### config.mk
export PLATFORM = sky130hd
export DESIGN_NAME = corr_sweep_ctrl
export DESIGN_NICKNAME = d
export VERILOG_FILES = /design/src/rtl/corr_sweep_ctrl_pkg.sv /design/src/rtl/corr_best_tracker.sv /design/src/rtl/corr_sweep_ctrl.sv
export SDC_FILE = /design/constraint.sdc
export NUM_CORES = 1
export LEC_CHECK = 0
export BUFFER_PORTS_ARGS = -buffer_cell sky130_fd_sc_hd__buf_2
export CAP_MARGIN = 20
export CORE_MARGIN = 5
export CORE_UTILIZATION = 50
export DETAILED_ROUTE_END_ITERATION = 8
export HOLD_SLACK_MARGIN = 0.06
export MAX_ROUTING_LAYER = met4
export PLACE_DENSITY = 0.76
export SLEW_MARGIN = 10
export SYNTH_ARGS = -nofsm -noshare
export SYNTH_HDL_FRONTEND = slang
export SYNTH_SLANG_ARGS = --single-unit
### constraint.sdc
create_clock -name iCLK -period 9.7 [get_ports iCLK]
set_input_delay 0.485 -clock iCLK [delete_from_list [all_inputs] [get_ports iCLK]]
set_output_delay 0.485 -clock iCLK [all_outputs]
set_load 0.1 [all_outputs]
### src/rtl/corr_sweep_ctrl_pkg.sv
`timescale 1ns/1ps
// ---------------------------------------------------------------------------
// corr_sweep_ctrl_pkg
// Shared definitions for the correlation sweep controller and its best-match
// tracker: sweep state encoding, coordinate/score/watchdog widths and the
// overflow-safe coordinate advance test.
// ---------------------------------------------------------------------------
package corr_sweep_ctrl_pkg;

    localparam int COORD_W = 13;
    localparam int SCORE_W = 32;
    localparam int WDOG_W  = 24;

    typedef enum logic [2:0] {
        ST_IDLE    = 3'd0,
        ST_FLUSH   = 3'd1,
        ST_RUN     = 3'd2,
        ST_CAPTURE = 3'd3,
        ST_DONE    = 3'd4
    } sweep_state_e;

    // True when cur+step still lies inside [0, last]. The sum is formed one
    // bit wider than a coordinate so a last position near 8191 cannot wrap
    // back to a small value and restart the axis.
    function automatic logic step_fits(input logic [COORD_W-1:0] cur,
                                       input logic [COORD_W-1:0] step,
                                       input logic [COORD_W-1:0] last);
        logic [COORD_W:0] sum;
        sum = {1'b0, cur} + {1'b0, step};
        return (sum <= {1'b0, last});
    endfunction

endpackage

### src/rtl/corr_best_tracker.sv
`timescale 1ns/1ps
// ---------------------------------------------------------------------------
// corr_best_tracker
// Holds the best score seen so far in a sweep together with the start
// coordinates that produced it.
//   clk_i, rst_i     : clock, asynchronous active-high reset
//   clear_i          : forget the current best (start of a new sweep)
//   load_en_i        : a scored candidate is presented this cycle
//   score_i, x_i, y_i: candidate score and its start coordinates
//   valid_o          : at least one candidate has been accepted
//   score_o, x_o, y_o: best score and its coordinates
// ---------------------------------------------------------------------------
module corr_best_tracker
    import corr_sweep_ctrl_pkg::*;
(
    input  logic               clk_i,
    input  logic               rst_i,
    input  logic               clear_i,
    input  logic               load_en_i,
    input  logic [SCORE_W-1:0] score_i,
    input  logic [COORD_W-1:0] x_i,
    input  logic [COORD_W-1:0] y_i,
    output logic               valid_o,
    output logic [SCORE_W-1:0] score_o,
    output logic [COORD_W-1:0] x_o,
    output logic [COORD_W-1:0] y_o
);

    logic               valid_q;
    logic [SCORE_W-1:0] score_q;
    logic [COORD_W-1:0] x_q;
    logic [COORD_W-1:0] y_q;
    logic               take_d;

    // Strictly-greater keeps the earlier raster position on a tie; the very
    // first candidate of a sweep is always taken, even a score of zero.
    assign take_d = load_en_i && (!valid_q || (score_i > score_q));

    // Best-match register: clear wins over load so a new sweep always starts
    // from an empty best.
    always_ff @(posedge clk_i or posedge rst_i) begin
        if (rst_i) begin
            valid_q <= 1'b0;
            score_q <= '0;
            x_q     <= '0;
            y_q     <= '0;
        end else if (clear_i) begin
            valid_q <= 1'b0;
            score_q <= '0;
            x_q     <= '0;
            y_q     <= '0;
        end else if (take_d) begin
            valid_q <= 1'b1;
            score_q <= score_i;
            x_q     <= x_i;
            y_q     <= y_i;
        end
    end

    assign valid_o = valid_q;
    assign score_o = score_q;
    assign x_o     = x_q;
    assign y_o     = y_q;

endmodule

### src/rtl/corr_sweep_ctrl.sv
`timescale 1ns/1ps
// ---------------------------------------------------------------------------
// corr_sweep_ctrl
// Steps the correlation score engine over every candidate start position of
// the search window (raster order, X fastest) and keeps the best match.
//   iCLK, iRST        : clock, asynchronous active-high reset
//   iStart            : one-cycle sweep request, ignored while busy
//   oControllerReady  : run enable to the score engine
//   oXstart, oYstart  : candidate start position for the engine
//   iFinished, iScore : engine pass-complete flag and its score
//   oBusy, oDone      : sweep in progress / one-cycle end-of-sweep pulse
//   oError            : a pass hit the watchdog limit
//   oBestValid/X/Y/Score : best match of the latest sweep
// ---------------------------------------------------------------------------
module corr_sweep_ctrl
    import corr_sweep_ctrl_pkg::*;
#(
    parameter logic [COORD_W-1:0] X_LAST  = 13'd160,
    parameter logic [COORD_W-1:0] Y_LAST  = 13'd120,
    parameter logic [COORD_W-1:0] STEP    = 13'd1,
    parameter logic [WDOG_W-1:0]  TIMEOUT = 24'd1_000_000
) (
    input  logic               iCLK,
    input  logic               iRST,
    input  logic               iStart,
    output logic               oControllerReady,
    output logic [COORD_W-1:0] oXstart,
    output logic [COORD_W-1:0] oYstart,
    input  logic               iFinished,
    input  logic [SCORE_W-1:0] iScore,
    output logic               oBusy,
    output logic               oDone,
    output logic               oError,
    output logic               oBestValid,
    output logic [COORD_W-1:0] oBestX,
    output logic [COORD_W-1:0] oBestY,
    output logic [SCORE_W-1:0] oBestScore
);

    sweep_state_e       state_q;
    logic               ready_q;
    logic               busy_q;
    logic               done_q;
    logic               error_q;
    logic               flush_pending_q;
    logic               discard_q;
    logic [COORD_W-1:0] x_q;
    logic [COORD_W-1:0] y_q;
    logic [WDOG_W-1:0]  wdog_q;

    logic [COORD_W-1:0] x_d;
    logic [COORD_W-1:0] y_d;
    logic [WDOG_W-1:0]  wdog_d;
    logic               x_fits;
    logic               y_fits;
    logic               best_clear;
    logic               best_load;

    // Candidate next coordinates and the bounds test for each axis.
    assign x_d    = x_q + STEP;
    assign y_d    = y_q + STEP;
    assign x_fits = step_fits(x_q, STEP, X_LAST);
    assign y_fits = step_fits(y_q, STEP, Y_LAST);
    assign wdog_d = wdog_q + 24'd1;

    // The score of the flush pass is never offered to the tracker.
    assign best_clear = (state_q == ST_IDLE) && iStart;
    assign best_load  = (state_q == ST_CAPTURE) && !discard_q;

    // Sweep sequencer. Coordinates are only updated on edges that leave a
    // ready-low cycle (IDLE or CAPTURE), so the engine always sees a stable
    // start position for the whole time it is enabled. flush_pending survives
    // across sweeps and is only re-armed by reset, because only a reset can
    // interrupt the engine mid-pass and leave stale partial state in it.
    always_ff @(posedge iCLK or posedge iRST) begin
        if (iRST) begin
            state_q         <= ST_IDLE;
            ready_q         <= 1'b0;
            busy_q          <= 1'b0;
            done_q          <= 1'b0;
            error_q         <= 1'b0;
            flush_pending_q <= 1'b1;
            discard_q       <= 1'b0;
            x_q             <= '0;
            y_q             <= '0;
            wdog_q          <= '0;
        end else begin
            done_q <= 1'b0;
            case (state_q)
                ST_IDLE: begin
                    if (iStart) begin
                        error_q <= 1'b0;
                        x_q     <= '0;
                        y_q     <= '0;
                        wdog_q  <= '0;
                        busy_q  <= 1'b1;
                        ready_q <= 1'b1;
                        if (flush_pending_q) begin
                            state_q <= ST_FLUSH;
                        end else begin
                            state_q <= ST_RUN;
                        end
                    end
                end
                ST_FLUSH: begin
                    if (iFinished) begin
                        flush_pending_q <= 1'b0;
                        discard_q       <= 1'b1;
                        ready_q         <= 1'b0;
                        state_q         <= ST_CAPTURE;
                    end
                end
                ST_RUN: begin
                    // A finishing pass wins over a watchdog expiring on the
                    // same cycle.
                    if (iFinished) begin
                        discard_q <= 1'b0;
                        ready_q   <= 1'b0;
                        state_q   <= ST_CAPTURE;
                    end else if (wdog_d == TIMEOUT) begin
                        error_q <= 1'b1;
                        ready_q <= 1'b0;
                        done_q  <= 1'b1;
                        state_q <= ST_DONE;
                    end else begin
                        wdog_q <= wdog_d;
                    end
                end
                ST_CAPTURE: begin
                    // After the discarded flush pass the same position (0,0)
                    // is run again for real, so no advance there.
                    if (discard_q) begin
                        wdog_q  <= '0;
                        ready_q <= 1'b1;
                        state_q <= ST_RUN;
                    end else if (x_fits) begin
                        x_q     <= x_d;
                        wdog_q  <= '0;
                        ready_q <= 1'b1;
                        state_q <= ST_RUN;
                    end else if (y_fits) begin
                        x_q     <= '0;
                        y_q     <= y_d;
                        wdog_q  <= '0;
                        ready_q <= 1'b1;
                        state_q <= ST_RUN;
                    end else begin
                        done_q  <= 1'b1;
                        state_q <= ST_DONE;
                    end
                end
                ST_DONE: begin
                    busy_q  <= 1'b0;
                    state_q <= ST_IDLE;
                end
                default: begin
                    ready_q <= 1'b0;
                    busy_q  <= 1'b0;
                    state_q <= ST_IDLE;
                end
            endcase
        end
    end

    corr_best_tracker u_best (
        .clk_i     (iCLK),
        .rst_i     (iRST),
        .clear_i   (best_clear),
        .load_en_i (best_load),
        .score_i   (iScore),
        .x_i       (x_q),
        .y_i       (y_q),
        .valid_o   (oBestValid),
        .score_o   (oBestScore),
        .x_o       (oBestX),
        .y_o       (oBestY)
    );

    assign oControllerReady = ready_q;
    assign oXstart          = x_q;
    assign oYstart          = y_q;
    assign oBusy            = busy_q;
    assign oDone            = done_q;
    assign oError           = error_q;

endmodule

==> results_dict.tcl <==
set metrics [dict create \
    yosys.area_share.simple 0.179 \
    reg2reg_to "wdog_q[4]" \
    fmax_ghz 0.290 \
    fin_tns_setup_ns 0 \
    wl_um 18000 \
    layout-drive-gt1-share 0.236 \
    grt_pass1_vias 6176 \
    finalSetupViolCount 0 \
    numCtsBuffers 17 \
    postCtsHoldBufs 0 \
    vdd_drop_max_mv 0.271 \
    htree_levels 4 \
    final_cell_mix "buf_2 (124), dfrtp_1 (117), nand2_1 (81), a21oi_1 (71), inv_1 (62)" \
    met3_usage 0.0425 \
    grt-busiest-layer "met2" \
    grt_usage 0.229 \
    initial_utilization 0.512 \
    num_vias 6326 \
    route.detailed.drc 0 \
    rows 43 \
    tightest_slew_ns 1.11 \
    async_flop_share 1.00 \
    yosys.area.top_type "dfrtp_1" \
    r2r-start "wdog_q[0]" \
    ys_top_cells_by_area "dfrtp_1 (41%), ha_1 (6.3%), a21oi_1 (5.1%)" \
    synth-xor-area-share 0.0110 \
    max_slew_margin 0.256 \
    synth_top_family_by_area "simple AND/OR/NAND/NOR gates" \
    path_class "reg2reg" \
    synthFlopType "dfrtp_1" \
    ctsResizeCount 0 \
    r2r_cells 9 \
    cts_setup_buffers 0 \
    core_area_um2 13900 \
    syn_area_per_cell_um2 9.10 \
    status "finished clean" \
    firstDrtPassIters 5 \
    grt_setup_unrepaired "no" \
    wl_per_cell_um 16.6 \
    io_buffers 124 \
    yosysWarnings 0 \
    cts_tree "yes" \
    yosys_register_bits 118 \
    drt-initial-drc-count 494 \
    worstSetupStartpointType "register" \
    synthMuxAreaShare 0.0924 \
    met2_usage 0.371 \
    die_y_um 129 \
    vias_per_cell 5.86 \
    synthAdderAreaFrac 0.0631 \
    fp.dieW_um 129 \
    grt_max_degree 61 \
    timing.max_cap.violations 0 \
    critPathMostFrequentCell "or4_1" \
    p_leak_nw 3.94 \
    die_area_um2 16800 \
    clock_latency_ns 0.41 \
    cpPeakStageDelay_ns 0.65 \
    holdWs_ns 0.204 \
    crit_required_ns 9.99 \
    cp_slowest_cell "or4_1" \
    layout.cells.non_filler 1079 \
    period_needed_ns 3.45 \
    synthToLayoutAreaGrowth_pct 18.0 \
    cts_root_buffer "clkbuf_16" \
    power_density_nw_per_um2 351 \
    synth_compound_area_frac 0.178 \
    syn_nets 856 \
    synth_seq_area_share 0.414 \
    ys_types 64 \
    min_period_over_period 0.356 \
    r2r_slack_ns 6.25 \
    antenna_found_initial 0 \
    dp_hpwl_um 12500 \
    arrival_ns 3.75 \
    synth_cells 784 \
    clockBufferDepth 2 \
    clk_pin_slew_worst_paths_ns 0.06 \
    dp_cells 1048 \
    globalplace.congestion 0.885 \
    numClockSinks 118 \
    grt_overflow_total 0 \
    nets 959 \
    end_kind "register" \
    hold_viol 0 \
    grt_pass1_wl_um 30200 \
    ant_nets 0 \
    synth_edf_count 0 \
    io_pins 125 \
    path_max_fanout 12 \
    skew_ns 0.0112 \
    crit_chain "ha_1, nand3_2, or4_1, or4_1, a211oi_1, and4b_1, nand2b_1, nor2_1, o22a_2" \
    antennaDiodeCount 0 \
    layout_commonest_cell "buf_2" \
    grt_util_met1 0.296 \
    yosys.area.top_type_share 0.410 \
    netlist_area_um2 7130 \
    worstHoldPathType "in2async" \
    drv_slew 0 \
]
## layout make-up
type / instances / area [µm²]
fill: 1225 / 5520
multi-input combinational: 555 / 3750
sequential: 118 / 2950
timing repair buffer: 132 / 681
clock buffer: 18 / 439
inverter: 63 / 239
tap: 180 / 225
clock inverter: 13 / 131
## metal layers
layer	part of all wire	up-vias	wire length [µm]
met5	0	-	0
met4	0.015	0	272
met2	0.49	177	8830
met3	0.047	23	838
met1	0.45	3094	8010
li1	-	3032	-
## stage by stage
step           setup slack, ns   util  power (mW)  instance area (µm²)
6_report                  6.25  0.604        2.96                 8420
5_1_grt                   5.88  0.604        3.12                 8420
4_1_cts                   6.25  0.604        2.97                 8420
3_5_place_dp              6.20  0.563        2.35                 7850
3_3_place_gp              6.20  0.563        2.34                 7850
2_1_floorplan             6.03      -        2.07                 7130
## synthesized netlist by cell type, types with 7 or more instances
| library cell | instances |
|---|---|
| dfrtp_1 | 117 |
| nand2_1 | 81 |
| a21oi_1 | 72 |
| inv_1 | 63 |
| nor2_1 | 39 |
| ha_1 | 36 |
| o21ai_0 | 34 |
| clkbuf_1 | 33 |
| mux2_2 | 31 |
| mux2i_1 | 31 |
| nor3_1 | 20 |
| nand3_1 | 19 |
| nand4_1 | 18 |
| a21o_1 | 16 |
| a31oi_1 | 16 |
| and2_1 | 8 |
| o211ai_1 | 8 |
| or4_1 | 8 |
| and3_1 | 7 |
| and4_1 | 7 |
| nor4_1 | 7 |
| xnor2_1 | 7 |
## how the worst max path moves through the flow
stage / startpoint / end / slack [ns] / cells after the start
2_1_floorplan: oXstart[1] / oYstart[1] / 6.03 / 9
3_3_place_gp: iScore[9] / u_best.score_o[1] / 6.20 / 10
3_5_place_dp: iScore[29] / u_best.score_o[25] / 6.20 / 8
4_1_cts: oXstart[1] / oYstart[1] / 6.25 / 9
5_1_grt: oXstart[1] / oYstart[1] / 5.88 / 9
6_report: wdog_q[0] / wdog_q[4] / 6.25 / 9
## cell families after synthesis
kind of cell	count (synthesis)
buffers and inverters	111
multiplexers	62
AND/OR/NAND/NOR	247
flip-flops	118
XOR/XNOR	9
adder cells (fa/ha/maj)	36
AO/OA/AOI/OAI	201
## report_power, final
part           total (mW)  internal (mW)  switching (mW)
Combinational        1.58          0.368            1.21
Sequential          0.771          0.622           0.150
Clock               0.609          0.382           0.228
## critical path, delay by kind of cell (launching register included)
kind / cells / cell delay (ns)
compound gates: 2 / 0.46
flops: 1 / 0.42
simple gates: 6 / 2.18
fa+ha+maj: 1 / 0.28
## registers in the layout, indices dropped and copies added (netlist names), 3 cells and up
register / flops
wdog_q: 24
state_q: 3
u_best.x_o: 13
u_best.y_o: 13
u_best.score_o: 32
oYstart: 13
oXstart: 13
Power figures use the tool's default switching activity.
